**src/rtl/sram_like_pkg.sv**
```systemverilog
// Shared definitions for the sram-like request/addr_ok/data_ok interface:
// access size encodings, responder state type and the byte-lane mask helper.
package sram_like_pkg;

  localparam logic [1:0] SZ_BYTE = 2'b00;
  localparam logic [1:0] SZ_HALF = 2'b01;
  localparam logic [1:0] SZ_WORD = 2'b10;

  typedef enum logic [1:0] {IDLE, BUSY, DONE} resp_state_t;

  // Byte write enables for an access of the given size at byte offset addr_lo.
  // Size 2'b11 is treated as a word.
  function automatic logic [3:0] byte_mask(input logic [1:0] size, input logic [1:0] addr_lo);
    logic [3:0] m;
    case (size)
      SZ_BYTE: m = 4'b0001 << addr_lo;
      SZ_HALF: m = addr_lo[1] ? 4'b1100 : 4'b0011;
      default: m = 4'b1111;
    endcase
    return m;
  endfunction

endpackage

```
**src/rtl/sram_like_mem_resp_lfsr8.sv**
```systemverilog
// 8-bit Fibonacci LFSR (taps 8,6,5,4) used to inject random acceptance stalls.
module lfsr8 (
  input  logic       clk,
  input  logic       rst,
  output logic [7:0] q
);

  // Seeded on reset, shifts every cycle.
  always_ff @(posedge clk) begin
    if (rst) q <= 8'hA5;
    else     q <= {q[6:0], q[7] ^ q[5] ^ q[4] ^ q[3]};
  end

endmodule

```
**src/rtl/sram_like_mem_resp.sv**
```systemverilog
// sram-like memory responder: accepts one request at a time, performs a
// byte-masked access on a 1-cycle-latency synchronous RAM and pulses data_ok
// LATENCY cycles after acceptance.
// Optional: define SRAM_RESP_RAND_STALL_EN to stall acceptance pseudo-randomly.
module sram_like_mem_resp
  import sram_like_pkg::*;
#(
  parameter int ADDR_W  = 14,
  parameter int LATENCY = 3
) (
  input  logic              clk,
  input  logic              rst,
  input  logic              req,
  input  logic              wr,
  input  logic [1:0]        size,
  input  logic [31:0]       addr,
  input  logic [31:0]       wdata,
  output logic [31:0]       rdata,
  output logic              addr_ok,
  output logic              data_ok,
  output logic              ram_en,
  output logic [3:0]        ram_we,
  output logic [ADDR_W-1:0] ram_addr,
  output logic [31:0]       ram_wdata,
  input  logic [31:0]       ram_rdata
);

  resp_state_t state;
  logic [3:0]  cnt;
  logic        wr_q;
  logic [31:0] rdata_q;
  logic        accept;

  // Address bits above the RAM word index are intentionally ignored (wrap).
  logic unused_addr_hi;
  assign unused_addr_hi = ^addr[31:ADDR_W+2];

`ifdef SRAM_RESP_RAND_STALL_EN
  logic [7:0] lfsr;

  lfsr8 u_lfsr (
    .clk (clk),
    .rst (rst),
    .q   (lfsr)
  );

  assign accept = (state == IDLE) & req & ~rst & ~lfsr[0];
`else
  assign accept = (state == IDLE) & req & ~rst;
`endif

  assign addr_ok = accept;
  assign rdata   = rdata_q;

  // Responder FSM. The RAM command is registered straight from the accepted
  // request so it is presented during the first BUSY cycle; the ram_addr and
  // ram_wdata registers double as the latched request address and data.
  always_ff @(posedge clk) begin
    if (rst) begin
      state     <= IDLE;
      cnt       <= 4'd0;
      wr_q      <= 1'b0;
      data_ok   <= 1'b0;
      rdata_q   <= 32'd0;
      ram_en    <= 1'b0;
      ram_we    <= 4'b0000;
      ram_addr  <= '0;
      ram_wdata <= 32'd0;
    end else begin
      ram_en <= accept;
      ram_we <= (accept && wr) ? byte_mask(size, addr[1:0]) : 4'b0000;
      case (state)
        IDLE: begin
          data_ok <= 1'b0;
          if (accept) begin
            wr_q      <= wr;
            ram_addr  <= addr[ADDR_W+1:2];
            ram_wdata <= wdata;
            cnt       <= 4'd1;
            state     <= BUSY;
          end
        end
        BUSY: begin
          // RAM data is valid the cycle after ram_en, i.e. when cnt==2.
          if (cnt == 4'd2 && !wr_q) rdata_q <= ram_rdata;
          cnt <= cnt + 4'd1;
          if (cnt == 4'(LATENCY - 1)) begin
            state   <= DONE;
            data_ok <= 1'b1;
          end
        end
        DONE: begin
          data_ok <= 1'b0;
          cnt     <= 4'd0;
          state   <= IDLE;
        end
        default: begin
          data_ok <= 1'b0;
          cnt     <= 4'd0;
          state   <= IDLE;
        end
      endcase
    end
  end

endmodule
```
**config.mk**
```make
export PLATFORM = sky130hd
export DESIGN_NAME = sram_like_mem_resp
export DESIGN_NICKNAME = d
export VERILOG_FILES = /design/src/rtl/sram_like_pkg.sv /design/src/rtl/sram_like_mem_resp_lfsr8.sv /design/src/rtl/sram_like_mem_resp.sv
export SDC_FILE = /design/constraint.sdc
export NUM_CORES = 1
export LEC_CHECK = 0
export ABC_AREA = 0
export CAP_MARGIN = 20
export CORE_MARGIN = 3
export CORE_UTILIZATION = 43
export CTS_BUF_LIST = sky130_fd_sc_hd__clkbuf_16
export CTS_CLUSTER_DIAMETER = 40
export DETAILED_ROUTE_END_ITERATION = 10
export GPL_ROUTABILITY_DRIVEN = 0
export PLACE_DENSITY = 0.84
export SETUP_SLACK_MARGIN = 0.05
export SLEW_MARGIN = 25
export SYNTH_ARGS = -nofsm -noshare
export SYNTH_HDL_FRONTEND = slang
export SYNTH_SLANG_ARGS = --single-unit
```
**constraint.sdc**
```tcl
create_clock -name clk -period 3.16 [get_ports clk]
set_input_delay 0.948 -clock clk [delete_from_list [all_inputs] [get_ports clk]]
set_output_delay 0.948 -clock clk [all_outputs]
set_load 0.02 [all_outputs]
```
==> results.py, run 1 <==
metrics = {
    "status": {
        "status": "finished, final reports clean",
    },
    "setup_path": {
        "worstPathCellList": "clkdlybuf4s50_1 -> nor4b_4 -> buf_4",
        "endpoint_kind": "output port",
        "reg2reg_setup_slack_ns": 1.11,
        "worstPathRequired_ns": 2.21,
        "cp-startpoint": "req",
        "criticalPathCategory": "input pin to output port",
        "r2r_cells": 5,
        "crit_buf_inv": 2,
        "path_max_fanout": 2,
        "arrival_ns": 1.94,
        "r2r-start": "cnt[0]",
        "r2r-end": "rdata[17]",
        "slowest_stage": "clkdlybuf4s50_1",
        "cpPeakStageDelay_ns": 0.48,
        "endpoint": "addr_ok",
        "path_depth": 3,
        "cp-start-kind": "input pin",
        "cp_top_family": "buffers and inverters",
    },
    "pwr": {
        "power.switching_mw": 0.6296,
        "power_mw": 2.603,
        "p_int_mw": 1.974,
        "powerDensity_nw_per_um2": 463.6,
        "clkPwrFrac_pct": 35.0,
        "power.leakage_nw": 2.000,
        "pwr-share-seq_pct": 48.0,
        "p_sw_share_pct": 24.18,
        "ir_worst_vdd_uv": 270.3,
        "power_frac_comb_pct": 17.0,
    },
    "drt": {
        "num_vias": 3119,
        "wl_per_cell_um": 13.65,
        "wl_um": 9011,
        "drt_first_pass_iters": 4,
        "ant_nets": 0,
        "drtIter0Drc": 72,
        "drc": 0,
        "viasPerCell": 4.726,
    },
    "logic_synthesis": {
        "synthCells": 397,
        "ys_ff_latch": 91,
        "synth-seq-area-share_pct": 49.36,
        "yosys_warnings": 0,
        "yosysUniqueCellTypes": 27,
        "synth_area_um2": 3691,
        "avgSynthCellArea_um2": 9.297,
        "synth_fp_nets": 501,
    },
    "global_route": {
        "antenna_found_initial": 0,
        "grt_pass1_vias": 3138,
        "grt_pass1_wl_um": 14580,
        "grt_util_all_layers_pct": 18.49,
        "grt_start_max_net_pins": 118,
        "grt_overflow": 0,
    },
    "cts": {
        "cts_buffers": 9,
        "clock-root-buffer": "clkbuf_16",
        "clkSinkCount": 91,
        "cts_setup_buffers": 0,
        "clkSlewWorstSetupHoldPaths_ns": 0.06,
        "ctsResizeCount": 0,
        "cts_hold_buf": 0,
        "clk-insertion-delay-late_ns": 0.32,
        "clock_path_buffers": 2,
        "cts_htree_levels": 3,
        "tritoncts": "done",
    },
    "cells_and_area": {
        "final_cells": 660,
        "filler_cell_count": 641,
        "layout.nets": 656,
        "drive_above_1_share_pct": 3.604,
        "diodes": 0,
        "area_growth_pct": 52.14,
        "utilization_pct": 68.00,
    },
    "sta": {
        "fin_ws_ns": 0.2748,
        "finalHoldViolCount": 0,
        "skew_ns": 0.003152,
        "layout_min_cycle_time_ns": 2.885,
        "fmax_mhz": 346.6,
        "max-slew-margin-rel_pct": 35.38,
        "timing.setup.tns_ns": 0,
        "fin_crit_sh_pct": 91.30,
        "setup_violations": 0,
        "rsz0062_at_grt": "no",
        "worst_pin_slew_ns": 0.9693,
        "report.final.slew_viol_count": 0,
    },
    "placed_design": {
        "io_buffer_count": 170,
        "dp_cells": 646,
        "hpwlAfterDp_um": 6422,
        "dp_slack_ns": 0.2499,
    },
    "die": {
        "initial_core_util_pct": 44.70,
        "fp.dieH_um": 98.65,
        "ioPinCount": 187,
        "rows": 33,
        "die_w_um": 98.65,
        "coreArea_um2": 8258,
        "die_area_um2": 9732,
    },
    "flow_run": {
        "drv_cap": 0,
    },
    "worst_hold_path": {
        "min-delay-path-class": "flop to flop",
    },
}
==> per-stage QoR <==
step,hold WS (ns),instance area (um2)
6_report,0.4641,5615
5_1_grt,0.4901,5615
4_1_cts,0.4674,5615
3_5_place_dp,0.4568,5368
3_3_place_gp,0.4501,5368
2_1_floorplan,0.4508,3691
==> tightest hold or removal path, cell delays in order, from the launching register on <==
cell      delay (ns)
dfxtp_1         0.31
nand2b_1        0.06
o21ai_1         0.05
==> sequential cells by signal, summed over array words and instances, names as in the netlist <==
register   cells
wr_q           1
cnt            4
ram_wdata     32
state          2
ram_we         4
ram_en         1
rdata         32
data_ok        1
ram_addr      14
==> power by group through the flow <==
stage | sequential, mW | combinational [mW] | clock (mW)
final | 1.25 | 0.443 | 0.911
after global routing | 1.26 | 0.479 | 0.986
after CTS | 1.25 | 0.448 | 0.944
after detailed placement | 1.27 | 0.445 | 0
after global placement | 1.27 | 0.438 | 0
after floorplan | 1.34 | 0.141 | 0
==> logic make-up after synthesis <==
logic type | synth area share [%]
and+or+nand+nor | 27.19
DFF | 49.36
AOI/OAI and AO/OA | 8.407
buffers and inverters | 5.423
muxes | 8.949
adders and majority gates | 0.6779
==> cell type report <==
type | instances | area (um2) | share of cell area, %
Clock buffer | 9 | 225.2 | 4.011
Clock inverter | 5 | 22.52 | 0.4011
Inverter | 4 | 15.01 | 0.2674
Multi-Input combinational cell | 273 | 1670 | 29.75
Sequential cell | 91 | 1822 | 32.44
Tap cell | 105 | 131.4 | 2.340
Timing Repair Buffer | 173 | 1729 | 30.79
==> cells in the final DEF, fill, tap and decap left out, types with 2 or more instances in the layout <==
| cell | n |
|---|---|
| clkbuf_16 | 9 |
| clkinv_2 | 3 |
| nor2_1 | 6 |
| nand2b_1 | 112 |
| o21ai_1 | 10 |
| o21ai_0 | 39 |
| a21oi_1 | 8 |
| nand2_1 | 48 |
| inv_1 | 4 |
| dfxtp_1 | 91 |
| buf_4 | 3 |
| nor3_1 | 3 |
| mux2i_1 | 33 |
| clkinv_1 | 2 |
| clkdlybuf4s50_1 | 168 |
| ha_1 | 2 |
==> worst min-delay path by stage <==
| stage | from | end | slack (ns) | cells after the start |
|---|---|---|---|---|
| 4_1_cts | ram_wdata[10] | ram_wdata[10] | 0.47 | 2 |
| 3_5_place_dp | ram_wdata[21] | ram_wdata[21] | 0.46 | 2 |
| 3_3_place_gp | ram_wdata[18] | ram_wdata[18] | 0.45 | 2 |
| 6_report | ram_wdata[10] | ram_wdata[10] | 0.46 | 2 |
| 5_1_grt | ram_wdata[22] | ram_wdata[22] | 0.49 | 2 |
| 2_1_floorplan | wr_q | wr_q | 0.45 | 2 |
==> layer usage <==
metal	part of all wire [%]	track usage, %
met5	0	0
met4	1.1	5.777
met3	11	9.696
met2	45	30.01
met1	43	21.15
==> cell usage after synthesis <==
cell type	number	area share (%)
dfxtp_1	91	49
nand2b_1	112	19
nor4b_1	1	0.24
nand3_1	1	0.14
nor3b_1	1	0.20
buf_4	1	0.20
clkbuf_1	15	1.5
ha_1	2	0.68
nor4b_4	1	0.64
mux2i_1	33	8.9
buf_6	9	2.7
a2111oi_0	1	0.24
o21ai_0	39	5.3
nor3_1	3	0.41
nand2_1	48	4.9
clkbuf_2	1	0.14
buf_2	3	0.41
a41oi_1	1	0.24
nor4_1	1	0.17
inv_1	4	0.41
a21oi_1	8	1.1
o21ai_1	10	1.4
o21bai_1	1	0.20
and3b_1	1	0.24
nor3b_2	1	0.34
and3_1	2	0.34
nor2_1	6	0.61
No activity file was read; power rests on OpenSTA's default activity.
==> inputs of run 2 (changes only) <==
--- a/config.mk
+++ b/config.mk
@@ -5,15 +5,14 @@
 export SDC_FILE = /design/constraint.sdc
 export NUM_CORES = 1
 export LEC_CHECK = 0
-export ABC_AREA = 0
 export CAP_MARGIN = 20
 export CORE_MARGIN = 3
-export CORE_UTILIZATION = 43
+export CORE_UTILIZATION = 30
 export CTS_BUF_LIST = sky130_fd_sc_hd__clkbuf_16
 export CTS_CLUSTER_DIAMETER = 40
 export DETAILED_ROUTE_END_ITERATION = 10
 export GPL_ROUTABILITY_DRIVEN = 0
-export PLACE_DENSITY = 0.84
+export PLACE_DENSITY = 0.62
 export SETUP_SLACK_MARGIN = 0.05
 export SLEW_MARGIN = 25
 export SYNTH_ARGS = -nofsm -noshare
==> run 2 against run 1 <==
- worst setup slack improved by 0.066 ns
- final area grew 1.0%
- global-route usage is 5.1 points lower
- fmax increased by 2.3%
- via count fell by 0.32%
- power rose by 0.99%
- core utilization decreased by 20 points
- sequential power barely moved
- hold slack better by 0.0024 ns
- critical path type unchanged
- largest power group unchanged
- highest routed layer unchanged
==> results.py, run 2 (same netlist as run 1, synthesis figures left out) <==
metrics = {
    "status": {
        "status": "finished, final reports clean",
    },
    "cells_and_area": {
        "regArea_um2": 1822,
        "final_common_cell": "clkdlybuf4s50_1",
        "final_cells": 702,
        "layout.nets": 658,
        "multiInputGateArea_um2": 1670,
        "diodes": 0,
        "area_growth_pct": 53.69,
        "filler_cell_count": 1115,
        "final_cell_mix": "168 x clkdlybuf4s50_1, 112 x nand2b_1, 91 x dfxtp_1",
        "drive_above_1_share_pct": 3.578,
        "design_area_um2": 5673,
    },
    "drt": {
        "viasPerCell": 4.429,
        "drtIter0Drc": 112,
        "wl_um": 9365,
        "wl_per_cell_um": 13.34,
        "num_vias": 3109,
        "ant_nets": 0,
        "drt_first_pass_iters": 4,
        "drc": 0,
    },
    "pwr": {
        "clkPwrFrac_pct": 35.7,
        "p_sw_share_pct": 24.92,
        "ir_worst_vdd_uv": 232.5,
        "p_int_mw": 1.974,
        "power_mw": 2.629,
        "pwr-share-seq_pct": 47.6,
        "power_frac_comb_pct": 16.7,
        "powerDensity_nw_per_um2": 463.4,
        "power.leakage_nw": 2.018,
        "power.switching_mw": 0.6553,
    },
    "sta": {
        "timing.setup.tns_ns": 0,
        "max-slew-margin-rel_pct": 43.39,
        "skew_ns": 0.006871,
        "report.final.slew_viol_count": 0,
        "setup_violations": 0,
        "worst_pin_slew_ns": 0.8491,
        "fin_crit_sh_pct": 89.22,
        "rsz0062_at_grt": "no",
        "fin_ws_ns": 0.3408,
        "finalHoldViolCount": 0,
        "fmax_mhz": 354.7,
        "layout_min_cycle_time_ns": 2.819,
    },
    "setup_path": {
        "arrival_ns": 1.87,
        "r2r-start": "cnt[0]",
        "endpoint_kind": "output port",
        "worstPathRequired_ns": 2.21,
        "criticalPathCategory": "input pin to output port",
        "path_max_fanout": 2,
        "cp-start-kind": "input pin",
        "r2r_cells": 6,
        "reg2reg_setup_slack_ns": 1.10,
        "r2r-end": "rdata[30]",
    },
    "worst_hold_path": {
        "holdPathStages": 2,
        "min_from": "ram_wdata[9]",
        "min-delay-path-class": "flop to flop",
        "min_to": "ram_wdata[9]",
    },
    "global_route": {
        "grt_pass1_wl_um": 14520,
        "grt_overflow": 0,
        "antenna_found_initial": 0,
        "grt_start_max_net_pins": 118,
        "grt_util_all_layers_pct": 13.42,
        "grt_pass1_vias": 3027,
    },
    "flow_run": {
        "drv_cap": 0,
    },
    "placed_design": {
        "dpl_cell_area_um2": 5418,
        "io_buffer_count": 170,
        "hpwlAfterDp_um": 6564,
        "dp_slack_ns": 0.1950,
        "dp_cells": 686,
    },
    "die": {
        "initial_core_util_pct": 31.52,
        "ioPinCount": 187,
        "die_w_um": 116.9,
        "fp.dieH_um": 116.9,
        "coreArea_um2": 11710,
        "die_area_um2": 13670,
        "rows": 39,
    },
    "cts": {
        "ctsResizeCount": 0,
        "clock-root-buffer": "clkbuf_16",
        "clkSlewWorstSetupHoldPaths_ns": 0.06,
        "cts_hold_buf": 0,
        "cts_buffers": 9,
        "cts_setup_buffers": 0,
        "cts_htree_levels": 3,
        "clk-insertion-delay-late_ns": 0.34,
        "clkSinkCount": 91,
        "tritoncts": "done",
        "clock_path_buffers": 2,
    },
}
==> run 2: cell count changes in the layout (fill, tap and decap cells not counted), sizes merged <==
cell and delta:
buf +2, clkinvlp +1, inv +4, clkinv -3
==> run 2: worst max-delay path: stages <==
cell	delay, ns
clkdlybuf4s50_1	0.50
nor4b_4	0.22
buf_4	0.20
==> run 2: final cells by class <==
class / instances / area share, %
Sequential cell: 91 / 32.11
Timing Repair Buffer: 175 / 30.52
Multi-Input combinational cell: 273 / 29.44
Clock buffer: 9 / 3.970
Tap cell: 143 / 3.154
Clock inverter: 7 / 0.5293
Inverter: 4 / 0.2647
==> run 2: per-layer routing <==
metal | vias up | GRT usage [%] | wire length (um)
met5 | - | 0 | 0
met2 | 147 | 19.76 | 3843
met3 | 11 | 6.838 | 1203
li1 | 1600 | - | -
met1 | 1351 | 16.52 | 4164
met4 | 0 | 5.734 | 155
==> run 2: worst max path at each step <==
stage / from / endpoint / slack, ns / cells after the start
2_1_floorplan: rst / addr_ok / 0.47 / 4
3_3_place_gp: req / wr_q / 0.24 / 5
3_5_place_dp: req / ram_we[3] / 0.19 / 5
4_1_cts: req / addr_ok / 0.31 / 3
5_1_grt: req / addr_ok / 0.29 / 3
6_report: req / addr_ok / 0.34 / 3
==> run 2: power by group through the flow <==
stage	Clock [mW]	Combinational, mW	Sequential (mW)
2_1_floorplan	0	0.141	1.34
5_1_grt	1.01	0.479	1.26
4_1_cts	0.985	0.448	1.25
3_5_place_dp	0	0.447	1.27
3_3_place_gp	0	0.443	1.27
6_report	0.939	0.440	1.25
==> run 2: metrics by stage <==
step | hold slack (ns) | utilization [%]
2_1_floorplan | 0.4508 | -
3_3_place_gp | 0.4529 | 46.26
3_5_place_dp | 0.4534 | 46.26
4_1_cts | 0.4698 | 48.44
5_1_grt | 0.4895 | 48.44
6_report | 0.4665 | 48.44
